==> src/rtl/nanorv32_test_status_pkg.sv <==
// nanorv32 test-status responder: register offsets, magic words, result codes.
// Shared by the RTL, the benches and firmware-facing code.
package nanorv32_test_status_pkg;

  localparam logic [1:0] REG_STATUS = 2'd0;
  localparam logic [1:0] REG_WDOG   = 2'd1;
  localparam logic [1:0] REG_CYCLES = 2'd2;
  localparam logic [1:0] REG_CHAR   = 2'd3;

  localparam logic [31:0] MAGIC_PASS = 32'hCAFFE000;
  localparam logic [31:0] MAGIC_FAIL = 32'hDEAD0000;

  localparam logic [1:0] RES_PASS    = 2'd0;
  localparam logic [1:0] RES_FAIL    = 2'd1;
  localparam logic [1:0] RES_UNKNOWN = 2'd2;
  localparam logic [1:0] RES_TIMEOUT = 2'd3;

  typedef enum logic [2:0] {
    ST_RUN,
    ST_PASS,
    ST_FAIL,
    ST_UNKNOWN,
    ST_TIMEOUT
  } tstat_state_e;

endpackage

==> src/rtl/nanorv32_test_status_fifo.sv <==
// nanorv32_tstat_fifo: synchronous character FIFO, power-of-two depth.
// Head is visible on dout; dout reads 0 while empty.
module nanorv32_tstat_fifo #(
  parameter int DEPTH = 4,
  parameter int W     = 8
) (
  input  logic         clk,
  input  logic         rst,
  input  logic         push,
  input  logic         pop,
  input  logic [W-1:0] din,
  output logic [W-1:0] dout,
  output logic         full,
  output logic         empty
);
  localparam int AW = $clog2(DEPTH);

  logic [W-1:0] mem [DEPTH];
  logic [AW:0]  wp;
  logic [AW:0]  rp;
  logic         do_push;
  logic         do_pop;

  assign empty   = (wp == rp);
  assign full    = (wp[AW] != rp[AW]) &&
                   (wp[AW-1:0] == rp[AW-1:0]);
  assign do_push = push & ~full;
  assign do_pop  = pop & ~empty;
  assign dout    = empty ? '0 : mem[rp[AW-1:0]];

  always_ff @(posedge clk or posedge rst) begin
    if (rst) begin
      wp <= '0;
      rp <= '0;
    end else begin
      if (do_push) wp <= wp + 1'b1;
      if (do_pop)  rp <= rp + 1'b1;
    end
  end

  always_ff @(posedge clk) begin
    if (do_push) mem[wp[AW-1:0]] <= din;
  end

endmodule

==> src/rtl/nanorv32_test_status.sv <==
// nanorv32 test-status responder: sticky done/result, cycle counter, char FIFO.
// Watchdog present only when NANORV32_TSTAT_WDOG_EN is defined.
module nanorv32_test_status
  import nanorv32_test_status_pkg::*;
#(
  parameter logic [31:0] WDOG_RESET      = 32'd1000000,
  parameter int          CHAR_FIFO_DEPTH = 4
) (
  input  logic        clk,
  input  logic        rst,
  input  logic        sel,
  input  logic        wr,
  input  logic [3:0]  addr,
  input  logic [31:0] wdata,
  output logic [31:0] rdata,
  output logic        ready,
  output logic        done,
  output logic [1:0]  result,
  output logic        char_valid,
  output logic [7:0]  char_data,
  input  logic        char_ready
);

  tstat_state_e state_q;
  tstat_state_e state_d;
  logic [1:0]   reg_sel;
  logic         fifo_full;
  logic         fifo_empty;
  logic         acc_wr;
  logic         acc_rd;
  logic         st_wr;
  logic         push;
  logic         expire;
  logic [31:0]  cyc_q;
  logic [31:0]  wdog_rd;
  logic [31:0]  rd_mux;
  logic         unused_addr;

  assign reg_sel     = addr[3:2];
  assign unused_addr = ^addr[1:0];
  assign ready  = sel & ~(wr & (reg_sel == REG_CHAR) & fifo_full);
  assign acc_wr = ready & wr;
  assign acc_rd = ready & ~wr;
  assign st_wr  = acc_wr & (reg_sel == REG_STATUS);
  assign push   = acc_wr & (reg_sel == REG_CHAR);
  assign done   = (state_q != ST_RUN);

`ifdef NANORV32_TSTAT_WDOG_EN
  logic [31:0] wdog_q;
  logic        wdog_wr;

  assign wdog_wr = acc_wr & (reg_sel == REG_WDOG);
  // reload beats expiry, so a same-cycle reload never times out
  assign expire  = (state_q == ST_RUN) & ~wdog_wr &
                   (wdog_q == 32'd1);
  assign wdog_rd = wdog_q;

  always_ff @(posedge clk or posedge rst) begin
    if (rst) begin
      wdog_q <= WDOG_RESET;
    end else if (wdog_wr) begin
      wdog_q <= wdata;
    end else if (state_q == ST_RUN && wdog_q != 32'd0) begin
      wdog_q <= wdog_q - 32'd1;
    end
  end
`else
  logic unused_wdog;

  assign unused_wdog = ^WDOG_RESET;
  assign expire      = 1'b0;
  assign wdog_rd     = 32'd0;
`endif

  always_ff @(posedge clk or posedge rst) begin
    if (rst) state_q <= ST_RUN;
    else     state_q <= state_d;
  end

  always_comb begin
    state_d = state_q;
    if (state_q == ST_RUN) begin
      if (st_wr) begin
        unique case (1'b1)
          (wdata == MAGIC_PASS): state_d = ST_PASS;
          (wdata == MAGIC_FAIL): state_d = ST_FAIL;
          default:               state_d = ST_UNKNOWN;
        endcase
      end else if (expire) begin
        state_d = ST_TIMEOUT;
      end
    end
  end

  always_comb begin
    result = RES_PASS;
    unique case (state_q)
      ST_FAIL:    result = RES_FAIL;
      ST_UNKNOWN: result = RES_UNKNOWN;
      ST_TIMEOUT: result = RES_TIMEOUT;
      default:    result = RES_PASS;
    endcase
  end

  always_ff @(posedge clk or posedge rst) begin
    if (rst)       cyc_q <= 32'd0;
    else if (!done) cyc_q <= cyc_q + 32'd1;
  end

  always_comb begin
    rd_mux = 32'd0;
    unique case (reg_sel)
      REG_STATUS: rd_mux = {28'd0, done, 1'b0, result};
      REG_WDOG:   rd_mux = wdog_rd;
      REG_CYCLES: rd_mux = cyc_q;
      REG_CHAR:   rd_mux = {30'd0, fifo_full, fifo_empty};
      default:    rd_mux = 32'd0;
    endcase
  end

  always_ff @(posedge clk or posedge rst) begin
    if (rst)         rdata <= 32'd0;
    else if (acc_rd) rdata <= rd_mux;
  end

  nanorv32_tstat_fifo #(
    .DEPTH (CHAR_FIFO_DEPTH),
    .W     (8)
  ) u_fifo (
    .clk   (clk),
    .rst   (rst),
    .push  (push),
    .pop   (char_ready),
    .din   (wdata[7:0]),
    .dout  (char_data),
    .full  (fifo_full),
    .empty (fifo_empty)
  );

  assign char_valid = ~fifo_empty;

endmodule

==> config.mk <==
export PLATFORM = sky130hd
export DESIGN_NAME = nanorv32_test_status
export DESIGN_NICKNAME = d
export VERILOG_FILES = /design/src/rtl/nanorv32_test_status_pkg.sv /design/src/rtl/nanorv32_test_status_fifo.sv /design/src/rtl/nanorv32_test_status.sv
export SDC_FILE = /design/constraint.sdc
export NUM_CORES = 1
export LEC_CHECK = 0
export ABC_AREA = 1
export BUFFER_PORTS_ARGS = -buffer_cell sky130_fd_sc_hd__buf_4
export CORE_UTILIZATION = 40
export CTS_CLUSTER_SIZE = 28
export DETAILED_ROUTE_END_ITERATION = 6
export SETUP_SLACK_MARGIN = 0.5
export SLEW_MARGIN = 20
export SYNTH_ARGS = -nofsm -noshare
export SYNTH_HDL_FRONTEND = slang
export SYNTH_SLANG_ARGS = --single-unit
==> constraint.sdc <==
create_clock -name clk -period 4.05 [get_ports clk]
set_input_delay 0.2025 -clock clk [delete_from_list [all_inputs] [get_ports clk]]
set_output_delay 0.2025 -clock clk [all_outputs]
set_load 0.01 [all_outputs]
# == Yosys cells after proc, flatten, opt, wreduce, memory -nomap -nowiden ==
# Memories as Yosys holds them, arrays and structs flattened.
# Cells that the tools add are included.
# totals
mem_bits_rw,32
input_bits,41
mem_count,1
wordCells,44
register_bits,73
output_inout_bits,45
# mem_list
memory,depth,word_bits,rd,rd_clocked_by_memory_dff,write_ports,line,rtl
u_fifo.mem,4,8,1,0,1,nanorv32_test_status_fifo.sv:18,logic [W-1:0] mem [DEPTH];
# op_classes
n_bitwise,13
n_eq_ne,11
n_mux,6
n_addsub,3
n_reduce_logical,5
# ops
cell,n
32-bit one-hot mux with 4 select lines,1
32-bit == test (second input constant),2
32-bit by 1-bit adder with 32-bit output (second input constant),1
1-bit bitwise AND,9
8-bit 2-to-1 mux,1
3-bit by 1-bit adder with 3-bit output (second input constant),2
3-bit by 2-bit == test with 1-bit output (second input constant),2
2-bit one-hot mux with 3 select lines,1
2-bit == test (second input constant),2
1-bit inverter,4
2-bit one-hot mux with 2 select lines,1
3-bit == test,1
3-bit == test (second input constant),1
3-bit zero test,1
3-bit nonzero test,1
2-bit by 1-bit == test with 1-bit output (second input constant),1
2-bit == test,1
2-bit zero test,1
1-bit 2-to-1 mux,2
2-bit AND reduction,1
1-bit logical AND,1
1-bit != test,1

# == Longest topological paths before layout ==
# Gate-level depths: netlist (run 1).
# depth
depth_word,10
ltp_mapped,8

# == Cells and area by module ==
# From an unflattened synthesis (run 1), not the netlist that was laid out.
# hier_totals
cells_unflattened,638
area_unflattened_um2,5390.2
# by_module_without_submodules
mod,cells_per_inst,seq_area_each_um2,instances,area_each_um2
nanorv32_test_status,471,1651.6,1,3609.7
nanorv32_tstat_fifo,167,1111.1,1,1780.5

# == Worst setup path before layout (run 1) ==
# No wires, ideal clock.
# synth_timing
path_type,register to register
from,reg u_fifo.rp[2]
to,"mem u_fifo.mem[0][0], enable pin"
setup_time_ps,371
t_arrival_ps,1370
period_less_slack_ps,1741
stages_incl_launch_ff,6
path_slack_ps,2309
t_required_ps,3679
cell_sequence,dfrtp_1 xnor2_1 inv_1 nand3_1 nand3_2 nor2_1
# synth_via
elab_chain_cells,10
elab_cells_between_ends,11
classes_between,1 x eq/ne; 2 x mux; 7 x bitwise; 1 x reduce/logical
# synth_lines
element,line,rtl
from (decl),nanorv32_test_status_fifo.sv:20,logic [AW:0] rp;
from (signal assigned),nanorv32_test_status_fifo.sv:37,if (do_pop) rp <= rp + 1'b1;
1-bit != test *,nanorv32_test_status_fifo.sv:25,assign full = (wp[AW] != rp[AW]) &&
1-bit logical AND *,nanorv32_test_status_fifo.sv:25,
1-bit bitwise AND,nanorv32_test_status.sv:41,assign ready = sel & ~(wr & (reg_sel == REG_CHAR) & fifo_full);
1-bit inverter,nanorv32_test_status.sv:41,
1-bit bitwise AND,nanorv32_test_status.sv:41,
1-bit bitwise AND,nanorv32_test_status.sv:42,assign acc_wr = ready & wr;
1-bit bitwise AND,nanorv32_test_status.sv:45,assign push = acc_wr & (reg_sel == REG_CHAR);
1-bit bitwise AND *,nanorv32_test_status_fifo.sv:27,assign do_push = push & ~full;
1-bit 2-to-1 mux *,nanorv32_test_status_fifo.sv:42,if (do_push) mem[wp[AW-1:0]] <= din;
1-bit 2-to-1 mux (implied by the code) *,nanorv32_test_status_fifo.sv:42,
to (decl),nanorv32_test_status_fifo.sv:18,
# Mark *: on every way between the ends. The rest lies on a longest branch, timed or not.

# == Worst setup path in the final report (run 1) ==
# layout_timing
from,reg u_fifo.rp[1]
to,out char_data[0]
# layout_via
elab_chain_cells,2
elab_cells_between_ends,3
classes_between,1 x eq/ne; 1 x mux; 1 x memory
# layout_lines
element,line,rtl
memory 4 x 8 bit / 3-bit == test (equally long branches),-,
8-bit 2-to-1 mux *,nanorv32_test_status_fifo.sv:29,assign dout = empty ? '0 : mem[rp[AW-1:0]];
to (decl),nanorv32_test_status.sv:20,"output logic [7:0] char_data,"
# Marked as above.

==> qor.tcl, run 1 <==
set qor(dpl_hpwl_um) 8230
set qor(internal_power_mw) 1.92
set qor(nFillCells) 1188
set qor(grt_setup_unrepaired) {no}
set qor(fin_crit_sh_pct) 62.6
set qor(slew_violations) 0
set qor(synth.top_cell.area_share_pct) 35.8
set qor(drt_iter0_drc) 200
set qor(fp-row-count) 40
set qor(synth_warnings) 0
set qor(multi_input_area_mm2) 0.00194
set qor(globalRouteTotalUtil_pct) 18.6
set qor(final.setup.tns_ps) 0
set qor(power_frac_clock_pct) 31.9
set qor(design.portCount) 86
set qor(clock_tree.buffer_depth) 2
set qor(cellPowerDensity_mw_per_mm2) 449
set qor(syn-cell-area_mm2) 0.00503
set qor(grt_max_degree) 47
set qor(period_minus_slack_ps) 2540
set qor(routed_via_density) 4.79
set qor(number_of_library_cell_types_mapped_by_synthesis) 28
set qor(post-synth-top-area-cell) {dfrtp_1}
set qor(clk_pin_slew_worst_paths_ps) 70
set qor(layout.cells.most_common_list) {162 x nand2_1, 85 x buf_4, 75 x nor2_1}
set qor(power.combinational.fraction_pct) 25.1
set qor(initial_drt_pass_iterations) 4
set qor(total_leakage_power_nw) 2.88
set qor(clock_skew_ps) 10.7
set qor(outcome) {finished clean}
set qor(start_util_pct) 41.5
set qor(grt_antenna_before_repair) 0
set qor(antenna-diode-count) 0
set qor(detailroute.via_count) 4025
set qor(p_sw_share_pct) 30.3
set qor(post-cts-setup-buffers) 0
set qor(ctsRootBufferMaster) {clkbuf_16}
set qor(wirelength_um) 11300
set qor(number_of_antenna_violating_nets_in_the_routed_design) 0
set qor(chipWidth_um) 114
set qor(gpl.final_weighted_congestion) 0.796
set qor(switchingPower_mw) 0.833
set qor(whs_ps) 1.18
set qor(seq_power_share_pct) 43.0
set qor(detail_route.drc_violations) 0
set qor(final_design_area_no_fill_mm2) 0.00612
set qor(drv_cap) 0
set qor(grt_first_pass_wirelength_um) 18500
set qor(design.final.nets) 715
set qor(design.die.area_mm2) 0.0130
set qor(worst_hold_path_type) {primary input to asynchronous set/reset pin}
set qor(timing.critical_path.from_type) {register}
set qor(clock_sink_count) 104
set qor(drt-wirelength-per-cell_um) 13.4
set qor(worst_setup_path_end_kind) {output pin}
set qor(post_synthesis_mean_instance_area_um2) 8.60
set qor(setup.worst_path.class) {register to output pin}
set qor(clk_latency_ps) 350
set qor(cts_inserted_buffers) 9
set qor(worst_ep_arrival_time_ps) 2330
set qor(cts-resized-gates) 0
set qor(cts_hold_repair.buffers) 0
set qor(max-slew-margin-rel_pct) 39.1
set qor(worstPathRequired_ps) 3850
set qor(total_of_endpoints_with_negative_setup_slack_in_the_final_report) 0
set qor(portBuffers) 83
set qor(ir_worst_vdd_uv) 247
set qor(syn_to_final_growth_pct) 21.7
set qor(core_mm2) 0.0121
set qor(tightestPinTransition_ps) 913
set qor(cts_tree) {built}
set qor(layout.cells.most_common) {nand2_1}
set qor(grt-ovfl-total) 0
set qor(die_height_um) 114
set qor(hold_viol) 0
set qor(post_route_cells_drive_above_1_share_pct) 18.1
set qor(synthesis.nets) 632
set qor(synth_sequential_area_ratio_pct) 54.9
set qor(maxClockFrequency_mhz) 394
set qor(netlist_instances) 585
set qor(synth_area_leaders) {dfrtp_1 36%, edfxtp_1 19%, nand2_1 12%, nor2_1 5.6%, inv_1 5.2%}
set qor(grt_pass1_vias) 3810
set qor(post_dp_cell_area_mm2) 0.00582
set qor(cts_max_level) 3
set qor(synth-seq-cells) 104
set qor(layout.area.seq_mm2) 0.00276
set qor(crit_fanout) 19
[worst paths after layout]
| path | depth (start not counted) | to | slack [ps] | start |
|---|---|---|---|---|
| worst max-delay path | 5 | char_data[0] | 1510 | u_fifo.rp[1] |
| worst min-delay path | 2 | cyc_q[25] | 1 | rst |
| worst max register to register | 4 | u_fifo.mem[3][0] | 1560 | u_fifo.rp[1] |
| worst min register to register | 2 | cyc_q[31] | 480 | cyc_q[31] |
| max in group asynchronous | 3 | cyc_q[8] | 3200 | rst |
| min in group clk | 1 | u_fifo.mem[0][3] | 70 | wdata[3] |
[critical path, cell delays in order, from the launching register on]
cell and delay (ps):
dfrtp_1 630, xnor2_1 440, nand3_1 490, nand2_1 240, inv_1 60, buf_4 140
[metrics by stage]
stage,utilization (%),setup slack [ps],power (mW),std cells
after floorplan,-,2020,1.62,585
after global placement,48.1,1670,1.87,825
after detailed placement,48.1,1560,1.90,825
after CTS,50.5,1520,2.78,841
after global routing,50.6,1380,2.90,841
final,50.6,1510,2.75,841
[synthesized netlist by cell type]
master,n
nand2_1,162
nor3_2,2
nand3_2,3
inv_4,1
nor2_1,75
o21ai_0,46
nand2_2,2
xor2_1,18
nor2_2,5
nor3_1,6
and2_1,1
xnor2_1,4
nand3_4,1
edfxtp_1,32
nand3_1,32
dfrtp_1,72
o211ai_1,1
nor2_8,1
and3_1,1
nor2_4,6
clkbuf_1,7
inv_2,1
nand4_1,18
buf_2,6
ha_1,6
o21ai_1,1
a21oi_1,5
inv_1,70
[final cells by class]
class,count,area share [%]
flip-flops and latches,104,45.1
repair buffers,85,10.4
inverters,72,4.47
multi-input cells,396,31.7
clock buffers,13,4.21
clock inverters,3,0.674
well taps,168,3.43
[logic make-up after synthesis]
kind of cell    synth area share [%]
buf+inv                         6.54
simple gates                    27.9
compound gates                  5.32
xor+xnor                        3.83
flops                           54.9
fa+ha+maj                       1.49
[metal layers]
layer,wire (um),track usage (%)
met4,110,5.97
met5,0,0
met3,408,4.08
met1,5450,25.0
met2,5330,29.9
[sequential cells by signal, indices dropped and copies added, names as in the netlist]
signal / cells
cyc_q: 32
rdata: 32
state_q: 2
u_fifo.mem: 32
u_fifo.rp: 3
u_fifo.wp: 3
[power by group through the flow]
stage	Sequential (mW)	Clock, mW	Combinational, mW
after floorplan	1.17	0	0.443
after global placement	1.20	0	0.673
after detailed placement	1.20	0	0.695
after CTS	1.18	0.898	0.700
after global routing	1.19	0.933	0.778
final	1.18	0.877	0.690
No activity file was read; power rests on OpenSTA's default activity.
==> inputs of run 2 (changes only) <==
==> constraint.sdc (replaced) <==
create_clock -name clk -period 2.1 [get_ports clk]
set_input_delay 0.105 -clock clk [delete_from_list [all_inputs] [get_ports clk]]
set_output_delay 0.105 -clock clk [all_outputs]
set_load 0.01 [all_outputs]
==> run 2 against run 1 <==
Core utilization rose by 4.4 points; largest cell class unchanged; sequential share of layout area decreased by 3.6 points; clock skew decreased by 1.0 ps; count of clock-buffer cells in the layout fell by 2; global-route usage is 0.97 points higher; sequential cell count unchanged; clock power increased by 74%; power rose by 110%; critical endpoint is now char_data[2]; routed wire length grew 8.2%; worst hold slack better by 80 ps; critical path type unchanged; non-clock buffer count up 43.
==> qor.tcl, run 2 (synthesis gave the netlist of run 1 again) <==
set qor(outcome) {finished clean}
set qor(cts_max_level) 3 ;# unchanged
set qor(gpl.final_weighted_congestion) 0.795 ;# -0.10%
set qor(wirelength_um) 12200 ;# +8.2%
set qor(grt_antenna_before_repair) 0 ;# unchanged
set qor(die_height_um) 114 ;# unchanged
set qor(setup.worst_path.class) {register to output pin}
set qor(cts_tree) {built}
set qor(grt_first_pass_wirelength_um) 19600 ;# +5.7%
set qor(worst-path-stages) 7 ;# +2
set qor(design.portCount) 86 ;# unchanged
set qor(regToRegEndpoint) {u_fifo.mem[0][6]}
set qor(drv_cap) 0 ;# unchanged
set qor(clock_skew_ps) 9.66 ;# -1.05 ps
set qor(slowest_delay_ps) 410 ;# -220 ps
set qor(grt_pass1_vias) 4134 ;# +8.5%
set qor(worst_ep_arrival_time_ps) 1650 ;# -680 ps
set qor(design.final.nets) 760 ;# +6.3%
set qor(portBuffers) 83 ;# unchanged
set qor(worstPathCellList) {buf_4 > xnor2_4 > nand3_2 > buf_4 > nand2_1 > inv_1 > buf_4}
set qor(initial_drt_pass_iterations) 4 ;# unchanged
set qor(grt_max_degree) 46 ;# -2.1%
set qor(setup.worst_path.start) {u_fifo.rp[0]}
set qor(cts_inserted_buffers) 9 ;# unchanged
set qor(path_buf_inv) 4 ;# +2
set qor(crit_fanout) 4 ;# -15
set qor(antenna-diode-count) 0 ;# unchanged
set qor(drt_iter0_drc) 183 ;# -8.5%
set qor(timing.critical_path.from_type) {register}
set qor(dp_cells) 835 ;# +1.2%
set qor(fp-row-count) 40 ;# unchanged
set qor(postLayoutCoreUtil_pct) 55.0 ;# +4.4 points
set qor(worst-r2r-cell-count) 6 ;# +2
set qor(worst-r2r-setup-slack_ps) 480 ;# -1080 ps
set qor(power_mw) 5.78 ;# +110%
set qor(slew_violations) 0 ;# unchanged
set qor(number_of_antenna_violating_nets_in_the_routed_design) 0 ;# unchanged
set qor(instances_no_fill) 886 ;# +5.4%
set qor(routed_via_density) 4.80 ;# +0.39%
set qor(period_minus_slack_ps) 1750
set qor(ctsRootBufferMaster) {clkbuf_16}
set qor(detailroute.via_count) 4257 ;# +5.8%
set qor(crit_slowest_cell) {dfrtp_1}
set qor(layout.cells.most_common) {nand2_1}
set qor(layout.cells.most_common_list) {160 x nand2_1, 103 x buf_4, 71 x dfrtp_1}
set qor(core_mm2) 0.0121 ;# unchanged
set qor(fin_crit_sh_pct) 83.5
set qor(worst_setup_path_end_kind) {output pin}
set qor(hold_viol) 0 ;# unchanged
set qor(tightestPinTransition_ps) 649 ;# -264 ps
set qor(dpl_hpwl_um) 8330 ;# +1.2%
set qor(final.setup.tns_ps) 0 ;# unchanged
set qor(start_util_pct) 41.5 ;# unchanged
set qor(total_leakage_power_nw) 3.09 ;# +7.5%
set qor(drt-wirelength-per-cell_um) 13.8 ;# +2.7%
set qor(ir_worst_vdd_uv) 435 ;# +76%
set qor(worstSetupEndpoint) {char_data[2]}
set qor(syn_to_final_growth_pct) 32.4
set qor(clock_sink_count) 104 ;# unchanged
set qor(grt-ovfl-total) 0 ;# unchanged
set qor(post_route_cells_drive_above_1_share_pct) 24.8 ;# +6.7 points
set qor(clk_latency_ps) 350 ;# about the same
set qor(whs_ps) 80.8 ;# +79.6 ps
set qor(maxClockFrequency_mhz) 570
set qor(critPathTopFamily) {buffers and inverters}
set qor(cellPowerDensity_mw_per_mm2) 869 ;# +93%
set qor(grt_setup_unrepaired) {yes}
set qor(detail_route.drc_violations) 0 ;# unchanged
set qor(max-slew-margin-rel_pct) 56.7 ;# +18 points
set qor(design.die.area_mm2) 0.0130 ;# unchanged
set qor(worst_hold_path_type) {primary input to register}
set qor(clk_pin_slew_worst_paths_ps) 70 ;# about the same
set qor(worstPathRequired_ps) 2000 ;# -1850 ps
set qor(cp_common_cell) {buf_4}
set qor(nFillCells) 1114 ;# -6.2%
set qor(reg2reg_from) {u_fifo.rp[2]}
set qor(clock_tree.buffer_depth) 2 ;# unchanged
set qor(total_of_endpoints_with_negative_setup_slack_in_the_final_report) 0 ;# unchanged
set qor(chipWidth_um) 114 ;# unchanged
set qor(globalRouteTotalUtil_pct) 19.5 ;# +0.97 points
-- run 2: cell count changes in the layout (fill, tap and decap cells not counted), moves of 6 or more --
| cell | change |
|---|---|
| o21ai_1 | +12 |
| o21ai_0 | -12 |
| nor2_2 | +6 |
| dlygate4sd3_1 | +10 |
| nor2_4 | +6 |
| nor2_1 | -11 |
| buf_4 | +18 |
| buf_6 | +11 |
-- run 2: worst min-delay path by stage --
stage,start,end,slack (ps),cells past startpoint
after floorplan,wdata[0],u_fifo.mem[0][0],200,0
after global placement,rst,rdata[22],220,2
after detailed placement,rst,rdata[22],230,2
after CTS,sel,u_fifo.wp[2],60,3
after global routing,sel,u_fifo.wp[0],70,3
final,sel,u_fifo.wp[0],80,3
-- run 2: metal layers --
| layer | up-vias | track usage, % | share of wire [%] |
|---|---|---|---|
| li1 | 2119 | - | - |
| met1 | 2047 | 25.3 | 46 |
| met2 | 78 | 32.2 | 48 |
| met3 | 13 | 4.08 | 4.1 |
| met4 | 0 | 7.53 | 1.8 |
| met5 | - | 0 | 0 |
-- run 2: area by class of cell --
cell class	count	area (um2)	area share [%]
repair buffers	128	1060	15.9
repair inverters	1	7.51	0.113
flip-flops and latches	104	2760	41.5
inverters	72	280	4.21
clock inverters	5	33.8	0.507
multi-input cells	397	2070	31.1
well taps	168	210	3.16
clock buffers	11	233	3.49
-- run 2: power by group --
group	internal (mW)	switching (mW)
combinational	0.963	1.02
clock	0.803	0.731
sequential	2.17	0.0976
total	3.94	1.85
-- run 2: worst reg2reg max path: cells and delay by family, from the launching register on --
kind / cells / cell delay (ps)
flip-flops: 1 / 460
AND/OR/NAND/NOR: 3 / 430
buffers and inverters: 2 / 230
XOR/XNOR: 1 / 220
-- run 2: timing repair --
item / CTS / global route
endpoints found under the hold margin: 60 / 0
endpoints found under the setup margin: 46 / 55
gates cloned: 1 / 1
pin swaps: 14 / 10
resized for setup: 33 / 22
hold buffers: 10 / 0
setup buffers: 13 / 10
-- run 2: per-stage QoR --
stage	setup WS (ps)	instance area, um2
2_1_floorplan	359	5030
3_5_place_dp	363	5910
4_1_cts	391	6490
5_1_grt	258	6660
6_report	347	6660
3_3_place_gp	411	5910
==> inputs of run 3 (changes only) <==
==> constraint.sdc (replaced) <==
create_clock -name clk -period 1.7 [get_ports clk]
set_input_delay 0.085 -clock clk [delete_from_list [all_inputs] [get_ports clk]]
set_output_delay 0.085 -clock clk [all_outputs]
set_load 0.01 [all_outputs]
==> run 3 against run 2 <==
Worst setup slack got worse by 360 ps; clock power grew 45%; largest cell class unchanged; critical path type is now register to register; highest routed layer unchanged; sequential share of layout area is 3.5 points lower; worst hold slack lost 33 ps; cell count rose by 1.9%; register-to-register slack lost 490 ps; the run now ends with negative setup slack left.
==> qor.tcl, run 3 (synthesis gave the netlist of run 1 again) <==
set qor(outcome) {finished, violations left}
set qor(violations_in_the_final_reports) {negative setup slack}
set qor(fp-row-count) 40 ;# unchanged
set qor(clock_tree.buffer_depth) 2 ;# unchanged
set qor(post_route_cells_drive_above_1_share_pct) 34.4 ;# +9.6 points
set qor(clock_skew_ps) 5.93 ;# -3.73 ps
set qor(cts_tree) {built}
set qor(wirelength_um) 12600 ;# +3.3%
set qor(worst_hold_path_type) {primary input to register}
set qor(crit_fanout) 8 ;# +4
set qor(routed_via_density) 4.80 ;# about the same
set qor(syn_to_final_growth_pct) 44.9
set qor(hold_viol) 0 ;# unchanged
set qor(maxClockFrequency_mhz) 585
set qor(design.final.nets) 777 ;# +2.2%
set qor(cts_inserted_buffers) 9 ;# unchanged
set qor(cts_max_level) 3 ;# unchanged
set qor(total_leakage_power_nw) 3.37 ;# +8.9%
set qor(design.die.area_mm2) 0.0130 ;# unchanged
set qor(fin_crit_sh_pct) 101
set qor(portBuffers) 83 ;# unchanged
set qor(antenna-diode-count) 0 ;# unchanged
set qor(ir_worst_vdd_uv) 493 ;# +13%
set qor(crit_slowest_cell) {dfrtp_2}
set qor(slowest_delay_ps) 510 ;# +100 ps
set qor(nFillCells) 1066 ;# -4.3%
set qor(start_util_pct) 41.5 ;# unchanged
set qor(period_minus_slack_ps) 1710
set qor(setup_slack_ps) -9.13 ;# -356 ps
set qor(grt-ovfl-total) 0 ;# unchanged
set qor(detailroute.via_count) 4335 ;# +1.8%
set qor(drv_cap) 0 ;# unchanged
set qor(ctsRootBufferMaster) {clkbuf_16}
set qor(number_of_antenna_violating_nets_in_the_routed_design) 0 ;# unchanged
set qor(grt_first_pass_wirelength_um) 20600 ;# +5.0%
set qor(layout.cells.most_common) {nand2_1}
set qor(tightestPinTransition_ps) 425 ;# -223 ps
set qor(total_of_endpoints_with_negative_setup_slack_in_the_final_report) 9 ;# +9
set qor(setup.worst_path.class) {register to register}
set qor(cellPowerDensity_mw_per_mm2) 1070 ;# +23%
set qor(gpl.final_weighted_congestion) 0.850 ;# +6.9%
set qor(worstPathRequired_ps) 1770 ;# -230 ps
set qor(grt_max_degree) 73 ;# +59%
set qor(clock_sink_count) 104 ;# unchanged
set qor(grt_pass1_vias) 4109 ;# -0.60%
set qor(detail_route.drc_violations) 0 ;# unchanged
set qor(worst_ep_arrival_time_ps) 1780 ;# +130 ps
set qor(critPathTopFamily) {flip-flops}
set qor(globalRouteTotalUtil_pct) 20.5 ;# +0.96 points
set qor(postLayoutCoreUtil_pct) 60.2 ;# +5.2 points
set qor(worst_setup_path_end_kind) {register}
set qor(clk_pin_slew_worst_paths_ps) 70 ;# about the same
set qor(die_height_um) 114 ;# unchanged
set qor(worstPathCellList) {xnor2_4 > buf_4 > nand3_2 > nand3_4 > nor2_4 > buf_6}
set qor(grt_antenna_before_repair) 0 ;# unchanged
set qor(initial_drt_pass_iterations) 4 ;# unchanged
set qor(chipWidth_um) 114 ;# unchanged
set qor(drt-wirelength-per-cell_um) 14.0 ;# +1.3%
set qor(path_buf_inv) 2 ;# -2
set qor(design.portCount) 86 ;# unchanged
set qor(final.setup.tns_ps) -58.3 ;# -58.3 ps
set qor(layout.cells.most_common_list) {143 x nand2_1, 93 x buf_4, 66 x dfrtp_1}
set qor(slew_violations) 0 ;# unchanged
set qor(max-slew-margin-rel_pct) 71.5 ;# +15 points
set qor(clk_latency_ps) 360 ;# about the same
set qor(timing.critical_path.from_type) {register}
set qor(core_mm2) 0.0121 ;# unchanged
set qor(grt_setup_unrepaired) {yes}
set qor(dpl_hpwl_um) 8420 ;# +1.1%
set qor(drt_iter0_drc) 200 ;# +9.3%
==> run 3: worst paths after layout <==
path / from / endpoint / slack (ps) / cells past startpoint
min in group asynchronous: rst / rdata[11] / 370 / 4
max in group asynchronous: rst / u_fifo.wp[1] / 950 / 4
worst min register to register: rdata[7] / rdata[7] / 490 / 2
worst max register to register: u_fifo.rp[0] / u_fifo.mem[1][7] / -9 / 6
worst max-delay path: u_fifo.rp[0] / u_fifo.mem[1][7] / -9 / 6
worst min-delay path: sel / u_fifo.wp[2] / 50 / 3
==> run 3: per-layer routing <==
| layer | GRT usage [%] | wire length [um] | vias up |
|---|---|---|---|
| li1 | - | - | 2165 |
| met1 | 27.8 | 5770 | 2076 |
| met2 | 33.0 | 6160 | 83 |
| met3 | 3.92 | 490 | 11 |
| met4 | 7.27 | 199 | 0 |
| met5 | 0 | 0 | - |
==> run 3: area by class of cell <==
class                      count  area (um2)  area share [%]
clock buffer                   9         225            3.09
timing repair buffer         145        1330            18.3
multi-input combinational    398        2370            32.5
sequential                   104        2770            38.0
tap                          168         210            2.88
inverter                      72         292            4.00
clock inverter                 7        92.6            1.27
==> run 3: metrics by stage <==
step	power [mW]	cells	setup WS [ps]	hold WS (ps)	cell area, um2
6_report	7.80	903	-9.13	47.6	7290
5_1_grt	8.23	903	-86.6	59.7	7290
4_1_cts	7.34	891	2.25	33.4	6940
3_5_place_dp	4.75	837	110	228	6060
3_3_place_gp	4.72	837	118	226	6060
2_1_floorplan	4.07	585	19.8	184	5180
==> run 3: what timing repair did <==
item / in CTS / in global routing
hold buffers: 10 / 0
pin swaps: 23 / 28
resized for setup: 63 / 88
hold endpoints to repair: 106 / 0
endpoints found under the setup margin: 82 / 84
gates cloned: 3 / 1
setup buffers: 25 / 11
==> run 3: worst reg2reg max path, delay by kind of cell (launching register included) <==
family / cells / cell delay (ps)
AND/OR/NAND/NOR: 3 / 410
buffers and inverters: 2 / 310
XOR/XNOR: 1 / 200
flip-flops: 1 / 510
==> run 3: report_power, final <==
| part | switching (mW) | internal, mW |
|---|---|---|
| sequential | 0.147 | 2.69 |
| combinational | 1.36 | 1.40 |
| clock | 1.03 | 1.19 |
| total | 2.53 | 5.28 |
